File: config.mk
export PLATFORM = sky130hd
export DESIGN_NAME = rf_wr_sched
export DESIGN_NICKNAME = d
export VERILOG_FILES = /design/src/rtl/rf_pkg.sv /design/src/rtl/rf_wr_fifo.sv /design/src/rtl/rf_wr_sched.sv
export SDC_FILE = /design/constraint.sdc
export NUM_CORES = 1
export LEC_CHECK = 0
export CORE_MARGIN = 1.5
export CORE_UTILIZATION = 56
export CTS_CLUSTER_SIZE = 14
export DETAILED_ROUTE_END_ITERATION = 16
export GPL_ROUTABILITY_DRIVEN = 0
export GPL_TIMING_DRIVEN = 1
export PLACE_DENSITY = 0.9
export SYNTH_ARGS = -nofsm -noshare
export SYNTH_HDL_FRONTEND = slang
export SYNTH_SLANG_ARGS = --single-unit
export TNS_END_PERCENT = 1
File: constraint.sdc
create_clock -name clk -period 2.5 [get_ports clk]
set_clock_uncertainty 0.1 [all_clocks]
set_input_delay 0.5 -clock clk [delete_from_list [all_inputs] [get_ports clk]]
set_output_delay 0.5 -clock clk [all_outputs]
set_load 0.03 [all_outputs]
File: src/rtl/rf_pkg.sv
// rf_pkg: shared widths and payload types for the register-file write scheduler.
package rf_pkg;
    localparam int RF_DATA_W = 16;
    localparam int RF_SEL_W = 3;
    typedef struct packed {
        logic [RF_SEL_W-1:0]  sel;
        logic [RF_DATA_W-1:0] data;
    } rf_wr_t;
    typedef logic req_id_t;
endpackage

File: src/rtl/rf_wr_fifo.sv
// rf_wr_fifo: power-of-2 FIFO with wrap-bit pointers; push2_i adds a second entry in the same cycle.
module rf_wr_fifo
    import rf_pkg::*;
#(
    parameter int DEPTH = 2,
    parameter type payload_t = rf_wr_t
) (
    input  logic     clk,
    input  logic     rst,
    input  logic     push_i,
    input  logic     push2_i,
    input  payload_t din_i,
    input  payload_t din2_i,
    input  logic     pop_i,
    output payload_t dout_o,
    output logic     full_o,
    output logic     empty_o
);
    localparam int AW = $clog2(DEPTH);
    payload_t mem_q [DEPTH];
    logic [AW:0] wp_q, rp_q, wp_d, rp_d, wp1;
    assign wp1 = wp_q + (AW+1)'(1);
    assign wp_d = wp_q + (AW+1)'(push_i) + (AW+1)'(push_i && push2_i);
    assign rp_d = rp_q + (AW+1)'(pop_i);
    assign dout_o = mem_q[rp_q[AW-1:0]];
    assign empty_o = wp_q == rp_q;
    assign full_o = (wp_q[AW] != rp_q[AW]) && (wp_q[AW-1:0] == rp_q[AW-1:0]);
    always_ff @(posedge clk) begin
        if (rst) begin
            wp_q <= '0;
            rp_q <= '0;
        end else begin
            wp_q <= wp_d;
            rp_q <= rp_d;
        end
    end
    always_ff @(posedge clk) begin
        if (push_i) mem_q[wp_q[AW-1:0]] <= din_i;
        if (push_i && push2_i) mem_q[wp1[AW-1:0]] <= din2_i;
    end
endmodule

File: src/rtl/rf_wr_sched.sv
// rf_wr_sched: two-requester write-port scheduler issuing writes in acceptance order.
// Optional RF_WR_PEND_EN adds pend_mask, a per-register pending-write bitmap.
module rf_wr_sched
    import rf_pkg::*;
#(
    parameter int DATA_W = RF_DATA_W,
    parameter int SEL_W = RF_SEL_W,
    parameter int QDEPTH = 2
) (
    input  logic              clk,
    input  logic              rst,
    input  logic              req0_valid,
    input  logic [SEL_W-1:0]  req0_sel,
    input  logic [DATA_W-1:0] req0_data,
    output logic              req0_ready,
    input  logic              req1_valid,
    input  logic [SEL_W-1:0]  req1_sel,
    input  logic [DATA_W-1:0] req1_data,
    output logic              req1_ready,
    output logic              rf_writeEn,
    output logic [SEL_W-1:0]  rf_writeRegSel,
    output logic [DATA_W-1:0] rf_writeData,
    output logic              busy,
    output logic              err
`ifdef RF_WR_PEND_EN
    ,
    output logic [2**SEL_W-1:0] pend_mask
`endif
);
    typedef struct packed {
        logic [SEL_W-1:0]  sel;
        logic [DATA_W-1:0] data;
    } wr_t;
    logic acc0, acc1, dual, same, issue;
    logic full0, full1, empty0, empty1, oq_full, oq_empty;
    logic rr_q, stall0_q, stall1_q, viol0, viol1;
    wr_t in0, in1, head0, head1, head, last_q, prev0_q, prev1_q;
    req_id_t first, oq_head;
    assign in0 = wr_t'{req0_sel, req0_data};
    assign in1 = wr_t'{req1_sel, req1_data};
    assign req0_ready = !full0;
    assign req1_ready = !full1;
    assign acc0 = req0_valid && req0_ready;
    assign acc1 = req1_valid && req1_ready;
    assign dual = acc0 && acc1;
    assign same = req0_sel == req1_sel;
    // Same-register pairs always let req1 land last; otherwise alternate fairly.
    assign first = dual ? (same ? 1'b0 : rr_q) : acc1;
    assign issue = !oq_empty && !rst;
    assign head = oq_head ? head1 : head0;
    assign rf_writeEn = issue;
    assign rf_writeRegSel = issue ? head.sel : last_q.sel;
    assign rf_writeData = issue ? head.data : last_q.data;
    assign busy = !oq_empty;
    assign viol0 = stall0_q && (!req0_valid || in0 != prev0_q);
    assign viol1 = stall1_q && (!req1_valid || in1 != prev1_q);
    rf_wr_fifo #(.DEPTH(QDEPTH), .payload_t(wr_t)) u_fifo0 (
        .clk(clk), .rst(rst), .push_i(acc0), .push2_i(1'b0), .din_i(in0), .din2_i('0),
        .pop_i(issue && !oq_head), .dout_o(head0), .full_o(full0), .empty_o(empty0)
    );
    rf_wr_fifo #(.DEPTH(QDEPTH), .payload_t(wr_t)) u_fifo1 (
        .clk(clk), .rst(rst), .push_i(acc1), .push2_i(1'b0), .din_i(in1), .din2_i('0),
        .pop_i(issue && oq_head), .dout_o(head1), .full_o(full1), .empty_o(empty1)
    );
    rf_wr_fifo #(.DEPTH(2*QDEPTH), .payload_t(req_id_t)) u_order (
        .clk(clk), .rst(rst), .push_i(acc0 || acc1), .push2_i(dual), .din_i(first),
        .din2_i(req_id_t'(!first)), .pop_i(issue), .dout_o(oq_head), .full_o(oq_full),
        .empty_o(oq_empty)
    );
    always_ff @(posedge clk) begin
        if (rst) begin
            rr_q <= 1'b0;
            err <= 1'b0;
            last_q <= '0;
            stall0_q <= 1'b0;
            stall1_q <= 1'b0;
            prev0_q <= '0;
            prev1_q <= '0;
        end else begin
            if (dual && !same) rr_q <= !rr_q;
            if (issue) last_q <= head;
            err <= err || viol0 || viol1;
            stall0_q <= req0_valid && !req0_ready;
            stall1_q <= req1_valid && !req1_ready;
            prev0_q <= in0;
            prev1_q <= in1;
        end
    end
    // The order queue is sized to the FIFOs combined, and its head always names a non-empty FIFO.
    assert property (@(posedge clk) disable iff (rst)
        !(oq_full && (acc0 || acc1)) && !(issue && (oq_head ? empty1 : empty0)));
`ifdef RF_WR_PEND_EN
    localparam int CW = $clog2(2*QDEPTH+1);
    logic [CW-1:0] cnt_q [2**SEL_W];
    for (genvar r = 0; r < 2**SEL_W; r++) begin : g_pend
        always_ff @(posedge clk) begin
            if (rst) cnt_q[r] <= '0;
            else cnt_q[r] <= cnt_q[r] + CW'(acc0 && req0_sel == SEL_W'(r))
                + CW'(acc1 && req1_sel == SEL_W'(r)) - CW'(issue && head.sel == SEL_W'(r));
        end
        assign pend_mask[r] = cnt_q[r] != '0;
    end
`endif
endmodule

Word level (Yosys, flattened, before mapping) --
Memories as Yosys holds them, arrays and structs flattened. A register that Yosys moved wholly into a read port is not among the register bits. Index checks and enable logic that the tools add are counted.
Storage, ports and cells: bits in registers 75, latch bits 0, memory bits (writable) 80, ROM bits 0, output and inout bits 24, memories 3
Cells by class: add/subtract/negate cells 8, multipliers 0, div/mod/pow operators 0, magnitude comparators 0, equality and inequality tests 8, shift operators 0, multiplexer cells 16, bitwise operators 0, reduce and logical (&&, ||, !) cells 29
Memory list:
- u_fifo0.mem_q | words 2, bits a word 19, rd ports 1, clocked after memory_dff 1, write ports 1, line rf_wr_fifo.sv:20 | payload_t mem_q [DEPTH];
- u_fifo1.mem_q | words 2, bits a word 19, rd ports 1, clocked after memory_dff 1, write ports 1, line rf_wr_fifo.sv:20
- u_order.mem_q | words 4, bits a word 1, rd ports 1, clocked after memory_dff 1, write ports 2, line rf_wr_fifo.sv:20
Operators by type and width (count):
- $ne A19 B19 Y1 | 2
- $mux W19 | 1
- $mux W16 | 1
- $logic_and A1 B1 Y1 | 14
- $mux W1 | 12
- $logic_not A1 Y1 | 10
- $add A3 B1 Y3 | 3
- $add A2 B1 Y2 | 4
- $eq A3 B3 Y1 | 2
- $logic_or A1 B1 Y1 | 5
- $mux W3 | 1
- $add A2 B1 Y2 const B | 1
- $eq A1 B1 Y1 | 2
- $mux W2 | 1
- $ne A1 B1 Y1 | 2

Longest topological paths before layout --
Gate-level depths: netlist (run 1).
depth after elaboration 8, gate-level depth with buffers 10, gate-level depth less buffers 9

Hierarchy --
A second synthesis (run 1) with hierarchy kept.
Unflattened totals: cell total of the unflattened synthesis 573, area total of the unflattened synthesis 7462.2 µm²
By module, submodules not included:
- rf_wr_fifo at u_fifo0 ... | instances 2, cells an instance 126, area each 2125.8 µm², seq. area each 1221.2 µm²
- rf_wr_sched | instances 1, cells an instance 268, area each 2573.7 µm², seq. area each 1221.2 µm²
- rf_wr_fifo at u_order | instances 1, cells an instance 53, area each 636.9 µm², seq. area each 240.2 µm²

Worst setup path after synthesis (run 1) --
OpenSTA, ideal clock, no wires.
path type flip-flop to output port, start reg u_order.rp_q[0], end out rf_writeData[10], arrival time 1.682 ns, path slack 0.218 ns, cell stages (with the launch flop) 6, path buffers 1, cell sequence dfxtp_1 mux4_2 buf_6 a211oi_1 a21oi_1 mux2_2
On the way: longest elaborated chain between the ends 4
Ends and longest elaborated chain:
- start, declared | line rf_wr_fifo.sv:21 | logic [AW:0] wp_q, rp_q, wp_d, rp_d, wp1;
- start signal, assigned | line rf_wr_fifo.sv:34 | rp_q <= rp_d;
- $eq A3 B3 Y1 | line rf_wr_fifo.sv:26 | assign empty_o = wp_q == rp_q;
- $logic_not A1 Y1 | line rf_wr_sched.sv:49 | assign issue = !oq_empty && !rst;
- $logic_and A1 B1 Y1 | line rf_wr_sched.sv:49
- $mux W16 | line rf_wr_sched.sv:53 | assign rf_writeData = issue ? head.data : last_q.data;
- end, declared | line rf_wr_sched.sv:22 | output logic [DATA_W-1:0] rf_writeData,
No other way between the ends.

==> results of run 1 <==
## stage by stage
stage	hold slack [ps]	setup WS [ps]	area, um^2
final	449	-688	8120
after global routing	476	-731	8120
after CTS	450	-611	8090
after detailed placement	429	-361	7250
after global placement	403	-321	7250
after floorplan	330	218	6230
## registers in the layout (all words and copies together), names as in the netlist, 2 cells and up
name / count
u_fifo0.mem_q: 38
u_fifo1.mem_q: 38
last_q: 19
prev0_q: 19
prev1_q: 19
u_order.mem_q: 4
u_order.rp_q: 3
u_order.wp_q: 3
u_fifo0.rp_q: 2
u_fifo0.wp_q: 2
u_fifo1.rp_q: 2
u_fifo1.wp_q: 2
## final cells by class
| cell class | instances | area, um^2 |
|---|---|---|
| repair buffers | 104 | 1130 |
| well taps | 140 | 175 |
| clock buffers | 18 | 418 |
| clock inverters | 14 | 128 |
| multi-input cells | 282 | 2350 |
| fillers | 635 | 2720 |
| flip-flops and latches | 155 | 3910 |
| inverters | 6 | 22.5 |
## path summary, 6_finish.rpt
kind,slack [ps],to
setup / recovery,-690,rf_writeRegSel[0]
hold / removal,450,u_fifo0.wp_q[1]
setup reg to reg,140,last_q[13]
hold reg to reg,450,u_fifo0.wp_q[1]
## cell families after synthesis
| family | share of synthesized area |
|---|---|
| fa+ha+maj | 0.0229 |
| mux | 0.0691 |
| buf+inv | 0.0205 |
| compound gates | 0.0633 |
| simple gates | 0.115 |
| flops | 0.627 |
| xor+xnor | 0.0829 |
## power groups by stage
stage / clock, W / sequential [W] / combinational [W]
finish: 0.00239 / 0.00333 / 0.00475
global route: 0.00252 / 0.00336 / 0.00498
CTS: 0.00238 / 0.00331 / 0.00456
detailed placement: 0 / 0.00335 / 0.00378
global placement: 0 / 0.00332 / 0.00365
floorplan: 0 / 0.00332 / 0.00243
## metal layers
layer | vias up | global-route usage | share of wire
met4 | 0 | 0.160 | 0.046
met5 | - | 0 | 0
li1 | 1827 | - | -
met1 | 1973 | 0.305 | 0.38
met2 | 180 | 0.470 | 0.51
met3 | 54 | 0.0741 | 0.061
## worst max-delay path, delay by kind of cell (launching register included)
family                 cells  cell delay [ps]
AOI/OAI and AO/OA          2              300
buffers and inverters      3              460
DFF                        1              400
muxes                      2              890
## synthesized netlist by cell type, types with 6 or more instances
| library cell | count |
|---|---|
| a211oi_2 | 15 |
| xnor2_1 | 24 |
| mux2_2 | 18 |
| nor4_1 | 7 |
| buf_2 | 6 |
| clkbuf_1 | 11 |
| edfxtp_1 | 80 |
| ha_1 | 9 |
| xor2_1 | 35 |
| dfxtp_1 | 75 |
| nor2_1 | 13 |
| mux2i_1 | 19 |
| a21oi_1 | 24 |
| nor2b_1 | 83 |
## repair_timing
item,CTS,global route
cloned,3,0
pin swaps,17,0
hold buffers,0,0
gates resized for setup,114,6
setup buffers,6,0
endpoints found under the setup margin,20,19
==> flow_summary.json, run 1 <==
{
  "status": "finished with violations",
  "violations": "setup timing",
  "period_share": 1.28,
  "h-tree-depth": 4,
  "n_antenna_cell": 0,
  "first_pass_iters": 5,
  "avgViaCountPerCell": 5.61,
  "cap_violations": 0,
  "cp.required_ps": 1900,
  "synth_area_um2": 6230,
  "timing.rr.start": "u_order.mem_q[3]",
  "clk_pin_slew_ps": 70,
  "fmax_mhz": 314,
  "cts_root_buffer": "clkbuf_8",
  "wl_um": 15200,
  "finalMaxSlewViolations": 0,
  "reg2regPathDepth": 8,
  "p_sw_w": 0.00381,
  "cpMostUsedCell": "buf_12",
  "synth-async-reset-ratio": 0,
  "pwr-share-comb": 0.453,
  "layout_commonest_cell": "nor2b_1",
  "synth_warnings": 0,
  "ios": 66,
  "dp_hpwl_um": 8920,
  "critical_path_class": "register to output port",
  "cpPeakStageDelay_ps": 610,
  "initial_utilization": 0.575,
  "netlist_top_cells_area": "edfxtp_1 (39%), dfxtp_1 (24%), nor2b_1 (8.3%), xor2_1 (4.9%), xnor2_1 (3.4%)",
  "rows": 38,
  "antenna_found_initial": 0,
  "cts.sinks": 155,
  "grt_pass1_wl_um": 23100,
  "die_y_um": 108,
  "layout_common_cells": "nor2b_1 (83), edfxtp_1 (80), dfxtp_1 (74), clkdlybuf4s50_1 (41), xor2_1 (35)",
  "p_int_w": 0.00666,
  "ys_ff_latch": 155,
  "tritoncts": "built",
  "grt_max_degree": 76,
  "worstSkewPairLatency_ps": 520,
  "core_area_um2": 10800,
  "drive_above_1_share": 0.244,
  "clockBufferDepth": 2,
  "gr-total-overflow": 0,
  "via_count": 4034,
  "grt.total_usage": 0.274,
  "drtIter0Drc": 333,
  "power.total_w": 0.0105,
  "final.setup.worst_slack_ps": -688,
  "swShare": 0.364,
  "hold_path.class": "register to register",
  "yosys.area.top_type": "edfxtp_1",
  "ant_nets": 0,
  "synth-edff-count": 80,
  "fin_crit_ps": 3190,
  "critPathLaunchType": "register",
  "syn2layout_area_growth_pct": 30.4,
  "tightest_slew_ps": 810,
  "crit_path_max_fanout": 5,
  "setup_viol": 19,
  "clockPowerShare": 0.229,
  "cp-startpoint": "u_order.mem_q[3]",
  "seq_power_share": 0.318,
  "finalSetupTns_ps": -11730,
  "cellPowerDensity_nw_per_um2": 1290,
  "crit_path_end_kind": "output port",
  "finalHoldViolCount": 0,
  "p_leak_nw": 3.04,
  "syn_inst": 464,
  "netlist.area_leader.share": 0.386,
  "path_cells": "mux4_2 -> buf_12 -> buf_12 -> a211oi_4 -> a21oi_2 -> mux2_4 -> buf_6",
  "drc_errors": 0,
  "fin_cells": 719,
  "grt_pass1_vias": 4317,
  "worstHoldStart": "u_fifo0.wp_q[1]",
  "postSynthAreaPerCell_um2": 13.4,
  "ir_drop_mv": 1.13,
  "hold_depth": 2,
  "yosysSeqAreaShare": 0.627,
  "ys_types": 37,
  "portBuffers": 65,
  "crit_slowest_cell": "mux4_2",
  "nNetsFinal": 618,
  "rsz0062_at_grt": "yes",
  "arrival_ps": 2590,
  "dp.cells": 678,
  "utilization": 0.749,
  "wire_per_inst_um": 21.2,
  "max_slew_margin": 0.460,
  "syn_nets": 516,
  "cts_buffers": 17,
  "synth_flop_cell": "edfxtp_1",
  "die_w_um": 108,
  "die_area_um2": 11800
}
No activity file was read; power rests on OpenSTA's default activity.
==> inputs of run 2 (changes only) <==
- DONT_BUFFER_PORTS: not set -> 1
- PLACE_DENSITY: 0.9 -> 0.82
- SETUP_SLACK_MARGIN: not set -> 0.4
- TNS_END_PERCENT: 1 -> 5
==> run 2 against run 1 <==
  * The flow still finishes with violations (setup timing)
  * First-iteration DRC count shrank 19%
  * Combinational power shrank 29%
  * Via count fell by 10%
  * Hold slack worse by 440 ps
  * Critical path depth down 2
  * Setup slack better by 330 ps
  * Total power down 11%
==> flow_summary.json, run 2 (same netlist as run 1, synthesis figures left out) <==
{
  "status": "finished with violations",
  "violations": "setup timing",
  "gr-total-overflow": 0,
  "hold_path.class": "input pin to register",
  "antenna_found_initial": 0,
  "seq_power_share": 0.358,
  "cpPeakStageDelay_ps": 520,
  "critPathLaunchType": "register",
  "fin_crit_ps": 2850,
  "clockBufferDepth": 2,
  "h-tree-depth": 4,
  "tightest_slew_ps": 537,
  "cp.required_ps": 1900,
  "finalMaxSlewViolations": 0,
  "critical_path_class": "register to output port",
  "pwr-share-comb": 0.359,
  "cts_setup_buffers": 0,
  "rows": 38,
  "finalSetupTns_ps": -5810,
  "drive_above_1_share": 0.181,
  "setup_viol": 19,
  "fmax_mhz": 350,
  "grt_pass1_vias": 3789,
  "n_antenna_cell": 0,
  "ios": 66,
  "via_count": 3619,
  "ir_drop_mv": 0.888,
  "cap_violations": 0,
  "syn2layout_area_growth_pct": 22.2,
  "layout_commonest_cell": "nor2b_1",
  "p_leak_nw": 2.77,
  "crit_path_max_fanout": 40,
  "dp_hpwl_um": 8250,
  "crit_path_end_kind": "output port",
  "path_cells": "mux4_2 -> buf_12 -> a211oi_4 -> a21oi_1 -> mux2_4",
  "cellPowerDensity_nw_per_um2": 1230,
  "period_share": 1.14,
  "hold_depth": 1,
  "grt_max_degree": 76,
  "holdPathEnd": "prev1_q[4]",
  "nNetsFinal": 563,
  "crit_slowest_cell": "mux4_2",
  "cp-startpoint": "u_order.rp_q[0]",
  "portBuffers": 0,
  "die_w_um": 108,
  "r2r_end": "last_q[8]",
  "cts_buffers": 17,
  "rsz0062_at_grt": "yes",
  "finalHoldViolCount": 0,
  "reg2regPathDepth": 6,
  "wl_um": 13400,
  "ant_nets": 0,
  "initial_utilization": 0.575,
  "max_slew_margin": 0.642,
  "p_sw_w": 0.00319,
  "drc_errors": 0,
  "swShare": 0.342,
  "rrSetupSlack_ps": 400,
  "worstHoldStart": "req1_data[4]",
  "tritoncts": "built",
  "drtIter0Drc": 269,
  "place_ws_ps": 171,
  "wire_per_inst_um": 20.2,
  "die_area_um2": 11800,
  "layout_common_cells": "nor2b_1 (83), edfxtp_1 (80), dfxtp_1 (71), dlygate4sd3_1 (40), xor2_1 (34)",
  "grt_pass1_wl_um": 20300,
  "worstSkewPairLatency_ps": 530,
  "arrival_ps": 2250,
  "grt.total_usage": 0.243,
  "holdWs_ps": 8.47,
  "cts.sinks": 155,
  "clockPowerShare": 0.283,
  "cts_root_buffer": "clkbuf_8",
  "avgViaCountPerCell": 5.45,
  "timing.rr.start": "u_order.rp_q[0]",
  "core_area_um2": 10800,
  "first_pass_iters": 4,
  "die_y_um": 108,
  "final.setup.worst_slack_ps": -354,
  "clk_pin_slew_ps": 70,
  "p_int_w": 0.00615
}
## run 2: cell count changes in the layout (fill, tap and decap cells not counted), moves of 6 or more
cell             delta
clkdlybuf4s50_1    -41
dlygate4sd3_1      +40
buf_4              -24
buf_6              -18
a21oi_1             +6
a21oi_2             -6
buf_12              -6
## run 2: cell type report
| type | count | area, um^2 |
|---|---|---|
| multi-input combinational | 282 | 2350 |
| timing repair buffer | 49 | 538 |
| inverter | 6 | 26.3 |
| fill | 722 | 3220 |
| clock buffer | 20 | 445 |
| tap | 140 | 175 |
| clock inverter | 12 | 169 |
| sequential | 155 | 3910 |
## run 2: worst max-delay path by stage
| stage | endpoint | slack [ps] | cells after the start |
|---|---|---|---|
| 4_1_cts | rf_writeData[8] | -380 | 5 |
| 2_1_floorplan | rf_writeData[0] | 350 | 5 |
| 5_1_grt | rf_writeData[8] | -440 | 5 |
| 3_5_place_dp | rf_writeData[13] | 170 | 5 |
| 3_3_place_gp | rf_writeData[8] | 190 | 5 |
| 6_report | rf_writeData[8] | -350 | 5 |
## run 2: what timing repair did
action / CTS / global route
hold buffers: 39 / 2
resized for setup: 6 / 11
endpoints found under the hold margin: 151 / 2
pin swaps: 0 / 2
endpoints found under the setup margin: 62 / 51
## run 2: metal layers
layer / GRT usage / vias up / share of wire
met5: 0 / - / 0
met4: 0.120 / 0 / 0.032
met3: 0.0886 / 26 / 0.067
met2: 0.401 / 108 / 0.51
met1: 0.277 / 1770 / 0.39
li1: - / 1715 / -
## run 2: stage by stage
step,util,area (um^2),power (W),cells
final,0.703,7620,0.00934,664
after global routing,0.703,7620,0.00973,664
after CTS,0.697,7560,0.00930,662
after detailed placement,0.601,6520,0.00655,591
after global placement,0.601,6520,0.00644,591
after floorplan,-,6330,0.00598,464
## run 2: critical path: cells and delay by family, from the launching register on
family / cells / cell delay [ps]
AOI/OAI and AO/OA: 2 / 290
buffers and inverters: 1 / 210
muxes: 2 / 850
DFF: 1 / 360
## run 2: power groups by stage
| stage | combinational (W) | clock, W | sequential (W) |
|---|---|---|---|
| 3_5_place_dp | 0.00317 | 0 | 0.00338 |
| 5_1_grt | 0.00356 | 0.00279 | 0.00338 |
| 4_1_cts | 0.00331 | 0.00265 | 0.00333 |
| 2_1_floorplan | 0.00265 | 0 | 0.00332 |
| 6_report | 0.00335 | 0.00264 | 0.00335 |
| 3_3_place_gp | 0.00308 | 0 | 0.00336 |
==> inputs of run 3 (changes only) <==
- CORE_UTILIZATION: 56 -> 63
- PLACE_DENSITY: 0.82 -> 0.9
==> run 3 against run 2 <==
  * The run still ends with setup timing left
  * Core utilization is 8.7 points higher
  * Sequential power hardly changed
  * Critical path depth unchanged
  * Via count rose by 6.2%
  * Fmax decreased by 1.7%
  * Cell count down 0.30%
  * Sequential share of layout area shrank 0.25 points
  * Highest routed layer unchanged
==> flow_summary.json, run 3 (same netlist as run 1, synthesis figures left out) <==
{
  "timing.rr.start": "u_order.rp_q[0]",
  "gr-total-overflow": 0,
  "ios": 66,
  "seq_area_um2": 3910,
  "clk_pin_slew_ps": 70,
  "h-tree-depth": 4,
  "drc_errors": 0,
  "grt_max_degree": 76,
  "wl_um": 14700,
  "nNetsFinal": 567,
  "first_pass_iters": 5,
  "fin_crit_ps": 2900,
  "reg2regPathDepth": 7,
  "tritoncts": "built",
  "p_leak_nw": 2.78,
  "crit_path_max_fanout": 16,
  "die_y_um": 102,
  "via_count": 3842,
  "multi_input_area_um2": 2400,
  "arrival_ps": 2300,
  "cts.sinks": 155,
  "final.setup.worst_slack_ps": -403,
  "drtIter0Drc": 177,
  "rsz0062_at_grt": "yes",
  "r2r_end": "u_fifo1.rp_q[1]",
  "worstHoldStart": "req0_data[8]",
  "cts_buffers": 17,
  "ir_drop_mv": 0.877,
  "max_slew_margin": 0.627,
  "grt.total_usage": 0.282,
  "period_share": 1.16,
  "critPathLaunchType": "register",
  "place_ws_ps": 152,
  "worstSkewPairLatency_ps": 530,
  "clockBufferDepth": 2,
  "layout_commonest_cell": "nor2b_1",
  "drive_above_1_share": 0.188,
  "core_area_um2": 9680,
  "grt_pass1_wl_um": 21000,
  "critical_path_class": "register to output port",
  "antenna_found_initial": 0,
  "die_w_um": 102,
  "portBuffers": 0,
  "fmax_mhz": 344,
  "fill_cells": 492,
  "rows": 36,
  "finalMaxSlewViolations": 0,
  "stdcell_area_um2": 7650,
  "rrSetupSlack_ps": 360,
  "ant_nets": 0,
  "hold_depth": 1,
  "holdWs_ps": 32.2,
  "cellPowerDensity_nw_per_um2": 1240,
  "die_area_um2": 10500,
  "tightest_slew_ps": 559,
  "holdPathEnd": "prev0_q[8]",
  "cp.required_ps": 1900,
  "hold_path.class": "input pin to register",
  "setup_viol": 20,
  "finalHoldViolCount": 0,
  "violations": "setup timing",
  "syn2layout_area_growth_pct": 22.7,
  "grt_pass1_vias": 3867,
  "wire_per_inst_um": 22.1,
  "cts_root_buffer": "clkbuf_8",
  "initial_utilization": 0.643,
  "layout_common_cells": "nor2b_1 (81), edfxtp_1 (80), dfxtp_1 (74), dlygate4sd3_1 (42), xor2_1 (35)",
  "status": "finished with violations",
  "fin_cells": 662,
  "place_area_um2": 6480,
  "crit_path_end_kind": "output port",
  "dp_hpwl_um": 7830,
  "dp.cells": 584,
  "avgViaCountPerCell": 5.80,
  "cap_violations": 0
}
## run 3: worst max-delay path, stage by stage, from the launching register on
cell and delay (ps):
dfxtp_4 370, mux4_2 570, buf_12 200, a211oi_4 220, a21oi_2 70, mux2_4 340
## run 3: cell type report
type / instances / area share
Sequential cell: 155 / 0.511
Multi-Input combinational cell: 282 / 0.314
Timing Repair Buffer: 53 / 0.0749
Clock buffer: 17 / 0.0542
Tap cell: 133 / 0.0218
Clock inverter: 15 / 0.0211
Inverter: 6 / 0.00311
Antenna cell: 1 / 0.000327
## run 3: repair_timing
item,4_1_cts,5_1_grt
gates cloned,0,1
hold buffers,39,4
pin swaps,0,2
buffers inserted,0,1
hold endpoints to repair,151,4
setup endpoints to repair,67,41
resized for setup,5,19
## run 3: worst max-delay path by stage
stage | startpoint | slack [ps] | end
6_report | u_order.rp_q[0] | -400 | rf_writeData[10]
4_1_cts | u_order.rp_q[0] | -410 | rf_writeData[4]
3_5_place_dp | u_order.rp_q[0] | 150 | rf_writeData[4]
5_1_grt | u_order.rp_q[0] | -440 | rf_writeData[10]
3_3_place_gp | u_order.rp_q[0] | 230 | rf_writeData[10]
2_1_floorplan | u_order.rp_q[0] | 350 | rf_writeData[0]
## run 3: metrics by stage
step           setup TNS [ps]  power (W)   util
2_1_floorplan               0    0.00598      -
3_3_place_gp                0    0.00641  0.669
3_5_place_dp                0    0.00652  0.669
4_1_cts                 -6720    0.00915  0.772
5_1_grt                 -7770    0.00983  0.789
6_report                -6540    0.00950  0.790
## run 3: per-layer routing
layer / track usage / wire length, um / vias up
li1: - / - / 1733
met1: 0.316 / 5580 / 1922
met2: 0.486 / 7570 / 146
met3: 0.0958 / 904 / 41
met4: 0.130 / 608 / 0
met5: 0 / 0 / -
## run 3: power breakdown
group,internal (W),leakage [nW],switching [W]
combinational,0.00144,1.13,0.00219
clock,0.00144,0.274,0.00107
sequential,0.00315,1.37,0.000207
==> RTL edit 1 (config.mk and constraints of run 3) <==
Build with the macro `RF_WR_PEND_EN` defined.
--- a/src/rtl/rf_wr_sched.sv
+++ b/src/rtl/rf_wr_sched.sv
@@ -1,5 +1,7 @@
 // rf_wr_sched: two-requester write-port scheduler issuing writes in acceptance order.
 // Optional RF_WR_PEND_EN adds pend_mask, a per-register pending-write bitmap.
+`define RF_WR_PEND_EN
+
 module rf_wr_sched
     import rf_pkg::*;
 #(
Behaviour (old outputs only; new: pend_mask): unchanged (Yosys induction, for registers that start in step).
==> RTL edit 1 against run 3 <==
- the run still ends with negative setup slack left
- global-route usage is 0.074 points higher
- sequential share of layout area is 3.6 points lower
- setup slack worse by 0.20 ns
- total power is 25% higher
- wire length is 22% higher
- die area is 24% higher
- synthesized area is 25% higher
- cell count is 29% higher
- cell area is 21% higher
- sequential cell count is 24 higher
- combinational power is 49% higher
- via count is 29% higher
- critical path depth is 5 higher
- critical endpoint is now cnt_q[0][7]$_SDFF_PP0_
==> RTL edit 1: results (changes against run 3) <==
metric;value;unit;change
status;complete, but fails checks;;unchanged
violations;negative setup slack;;unchanged
dpl_worst_slack;-0.487;ns;was 0.152 ns
synth-compound-area-share;4.26;%;was 6.33%
ir_worst_vdd;691;uV;was 877 uV
fin_ws;-0.601;ns;was -0.403 ns
clock_latency;0.43;ns;was 0.53 ns
dpl_cell_area;8110;um^2;was 6480 um^2
cp_top_family;adder cells;;was multiplexers
dp.cells;810;;was 584
drive_gt1_share;25.1;%;was 18.8%
met2_wirelength;9.27;mm;was 7.57 mm
synthXorXnorAreaFrac;8.47;%;was 8.29%
grt_pass1_vias;5222;;was 3867
global_route.usage.met3;8.18;%;was 9.58%
rr_worst_depth;10;;was 7
avgSynthCellArea;11.8;um^2;was 13.4 um^2
synthAdderAreaFrac;7.13;%;was 2.29%
rr_endpoint;cnt_q[0][7]$_SDFF_PP0_;;was u_fifo1.rp_q[1]$_SDFF_PP0_
arrival;3.33;ns;was 2.30 ns
power.share.clock;21.1;%;was 26.4%
grt_use_met2;50.1;%;was 48.6%
drt-total-wl;17.8;mm;was 14.7 mm
leakage;3.49;nW;was 2.78 nW
wl_met3;1.38;mm;was 904 um
p_per_area;1290;nW/um^2;was 1240 nW/um^2
met1_usage;31.2;%;was 31.6%
reg2reg_from;u_order.mem_q[3]$_DFFE_PP_;;was u_order.rp_q[0]$_SDFF_PP0_
synth_mux_area_share;5.60;%;was 6.91%
ys_seq_area_share;56.5;%;was 62.7%
synthFlopType;dfxtp_1;;was edfxtp_1
synth_nets;733;;was 516
drt_iter0_drc;478;;was 177
setup_violations;43;;was 20
holdPathEnd;cnt_q[1][2]$_SDFF_PP0_;;was prev0_q[8]$_SDFF_PP0_
synth_common_cells;dfxtp_1, edfxtp_1, nor2b_1, nand2_1, nor2_1;;was nor2b_1, edfxtp_1, dfxtp_1, xor2_1
internal_power;7.34;mW;was 6.03 mW
criticalPathCategory;reg2reg;;was reg2out
m1WireLength;6.37;mm;was 5.58 mm
grt_max_degree;96;;was 76
cts_hold_buf;0;;was 39
==> RTL edit 1: cell types whose count changed after synthesis, sizes merged, moves of 13 or more <==
cell / before / now
a211oi: 19 / 6
dfxtp: 75 / 99
fa: 1 / 17
inv: 5 / 42
nand2: 5 / 56
nor2: 13 / 41
nor2b: 83 / 57
xnor2: 24 / 40
==> RTL edit 1: final cells by class <==
class / count / area (um^2)
sequential: 179 / 4390
tap: 147 / 184
fill: 658 / 2770
clock buffer: 27 / 503
inverter: 42 / 160
timing repair buffer: 45 / 468
multi-input combinational: 406 / 3480
clock inverter: 5 / 51.3
==> RTL edit 1: cell families (layout without fill, tap and decap cells) <==
group	Yosys count	after routing
compound gates	53	53
xor+xnor	75	75
fa+ha+maj	34	34
buf+inv	72	119
flops	179	179
mux	38	38
simple gates	206	206
==> RTL edit 1: what timing repair did <==
action                     in CTS  in global routing
pin swaps                      36                 20
setup buffers                   6                  2
setup endpoints to repair      98                108
resized for setup              65                 39
cloned                          1                  0
==> RTL edit 2 (config.mk and constraints of run 3) <==
Made on the original files. Register the output `err` once more, with the module's reset; this adds one clock of latency there. The other outputs are not delayed to match.
--- a/src/rtl/rf_wr_sched.sv
+++ b/src/rtl/rf_wr_sched.sv
@@ -31,6 +31,8 @@
         logic [SEL_W-1:0]  sel;
         logic [DATA_W-1:0] data;
     } wr_t;
+
+    logic err_s0;
     logic acc0, acc1, dual, same, issue;
     logic full0, full1, empty0, empty1, oq_full, oq_empty;
     logic rr_q, stall0_q, stall1_q, viol0, viol1;
@@ -70,7 +72,7 @@
     always_ff @(posedge clk) begin
         if (rst) begin
             rr_q <= 1'b0;
-            err <= 1'b0;
+            err_s0 <= 1'b0;
             last_q <= '0;
             stall0_q <= 1'b0;
             stall1_q <= 1'b0;
@@ -79,7 +81,7 @@
         end else begin
             if (dual && !same) rr_q <= !rr_q;
             if (issue) last_q <= head;
-            err <= err || viol0 || viol1;
+            err_s0 <= err_s0 || viol0 || viol1;
             stall0_q <= req0_valid && !req0_ready;
             stall1_q <= req1_valid && !req1_ready;
             prev0_q <= in0;
@@ -101,5 +103,13 @@
         assign pend_mask[r] = cnt_q[r] != '0;
     end
 `endif
+    always_ff @(posedge clk) begin
+        if (rst) begin
+            err <= '0;
+        end else begin
+            err <= err_s0;
+        end
+    end
+
 endmodule
 
Function: changed (a bounded check fails within 10 cycles, from zero or initial values and one cycle with rst high).
==> RTL edit 2 against run 3 <==
- the run still ends with negative setup slack left
- sequential cell count grew 1
- global-route usage increased by 0.89 points
- non-clock buffer count grew 2
- setup slack better by 0.033 ns
- utilization down 0.37 points
- wire length decreased by 1.3%
- cell area is the same
- total power down 2.7%
- combinational power is 5% lower
- via count shrank 0.91%
- synthesized area grew 0.86%
==> RTL edit 2: results (changes against run 3) <==
metric;value;unit;change
synthXorXnorAreaFrac;8.22;%;was 8.29%
fin_hold_ws;0.0251;ns;was 0.0322 ns
holdPathEnd;prev0_q[17]$_SDFF_PP0_;;was prev0_q[8]$_SDFF_PP0_
status;complete, but fails checks;;unchanged
setup_violations;19;;was 20
n_all_buffers;55;;was 53
die_w;103;um;was 102 um
violations;negative setup slack;;unchanged
grt_pass1_wl;21.5;mm;was 21.0 mm
dpl_cell_area;6570;um^2;was 6480 um^2
worst_hold_startpoint;req0_sel[1];;was req0_data[8]
final_net_count;571;;was 567
fin_ws;-0.371;ns;was -0.403 ns
vias;3807;;was 3842
n_fill_cell;550;;was 492
met2_wirelength;7.72;mm;was 7.57 mm
synthAdderAreaFrac;2.27;%;was 2.29%
synth-compound-area-share;6.03;%;was 6.33%
nFlopsAndLatches;156;;was 155
drive_gt1_share;18.0;%;was 18.8%
multi_input_comb_area;2370;um^2;was 2400 um^2
n_clock_buffer;27;;was 17
leakage;2.81;nW;was 2.78 nW
dp_hpwl;8.22;mm;was 7.83 mm
synth.area.top_cells;edfxtp_1, dfxtp_1, nor2b_1;;unchanged
grt_max_degree;72;;was 76
grt_pass1_vias;3924;;was 3867
path_max_fanout;26;;was 16
rrSetupSlack;0.39;ns;was 0.36 ns
fin_util;78.6;%;was 79.0%
final-instance-count-excl-fill;665;;was 662
global_route.usage.met3;9.90;%;was 9.58%
clk_share;7.46;%;was 7.53%
arrival;2.27;ns;was 2.30 ns
tns;-5.93;ns;was -6.54 ns
dpl_worst_slack;0.206;ns;was 0.152 ns
wl_met3;984;um;was 904 um
-- RTL edit 2: cell types whose count changed after synthesis --
cell      change
buf_4         +1
mux2_4        +1
buf_1         +1
nor2b_4       +5
dfxtp_1       +1
mux2_2        -1
buf_2         -2
nor2b_1       -4
a211oi_1      +3
a211oi_2      -3
-- RTL edit 2: timing repair --
item | in CTS | in global routing
resized for setup | 10 | 7
hold buffers | 44 | 0
endpoints found under the hold margin | 152 | 0
setup endpoints to repair | 62 | 62
-- RTL edit 2: where the power goes --
| part | internal [mW] | switching (mW) |
|---|---|---|
| combinational | 1.39 | 2.06 |
| sequential | 3.17 | 0.196 |
| clock | 1.47 | 0.965 |
| total | 6.02 | 3.22 |
-- RTL edit 2: worst max-delay path, stage by stage (launching register included) --
cell and delay, ns:
dfxtp_4 0.37, mux4_2 0.54, buf_12 0.20, a211oi_4 0.20
a21oi_1 0.09, mux2_4 0.34
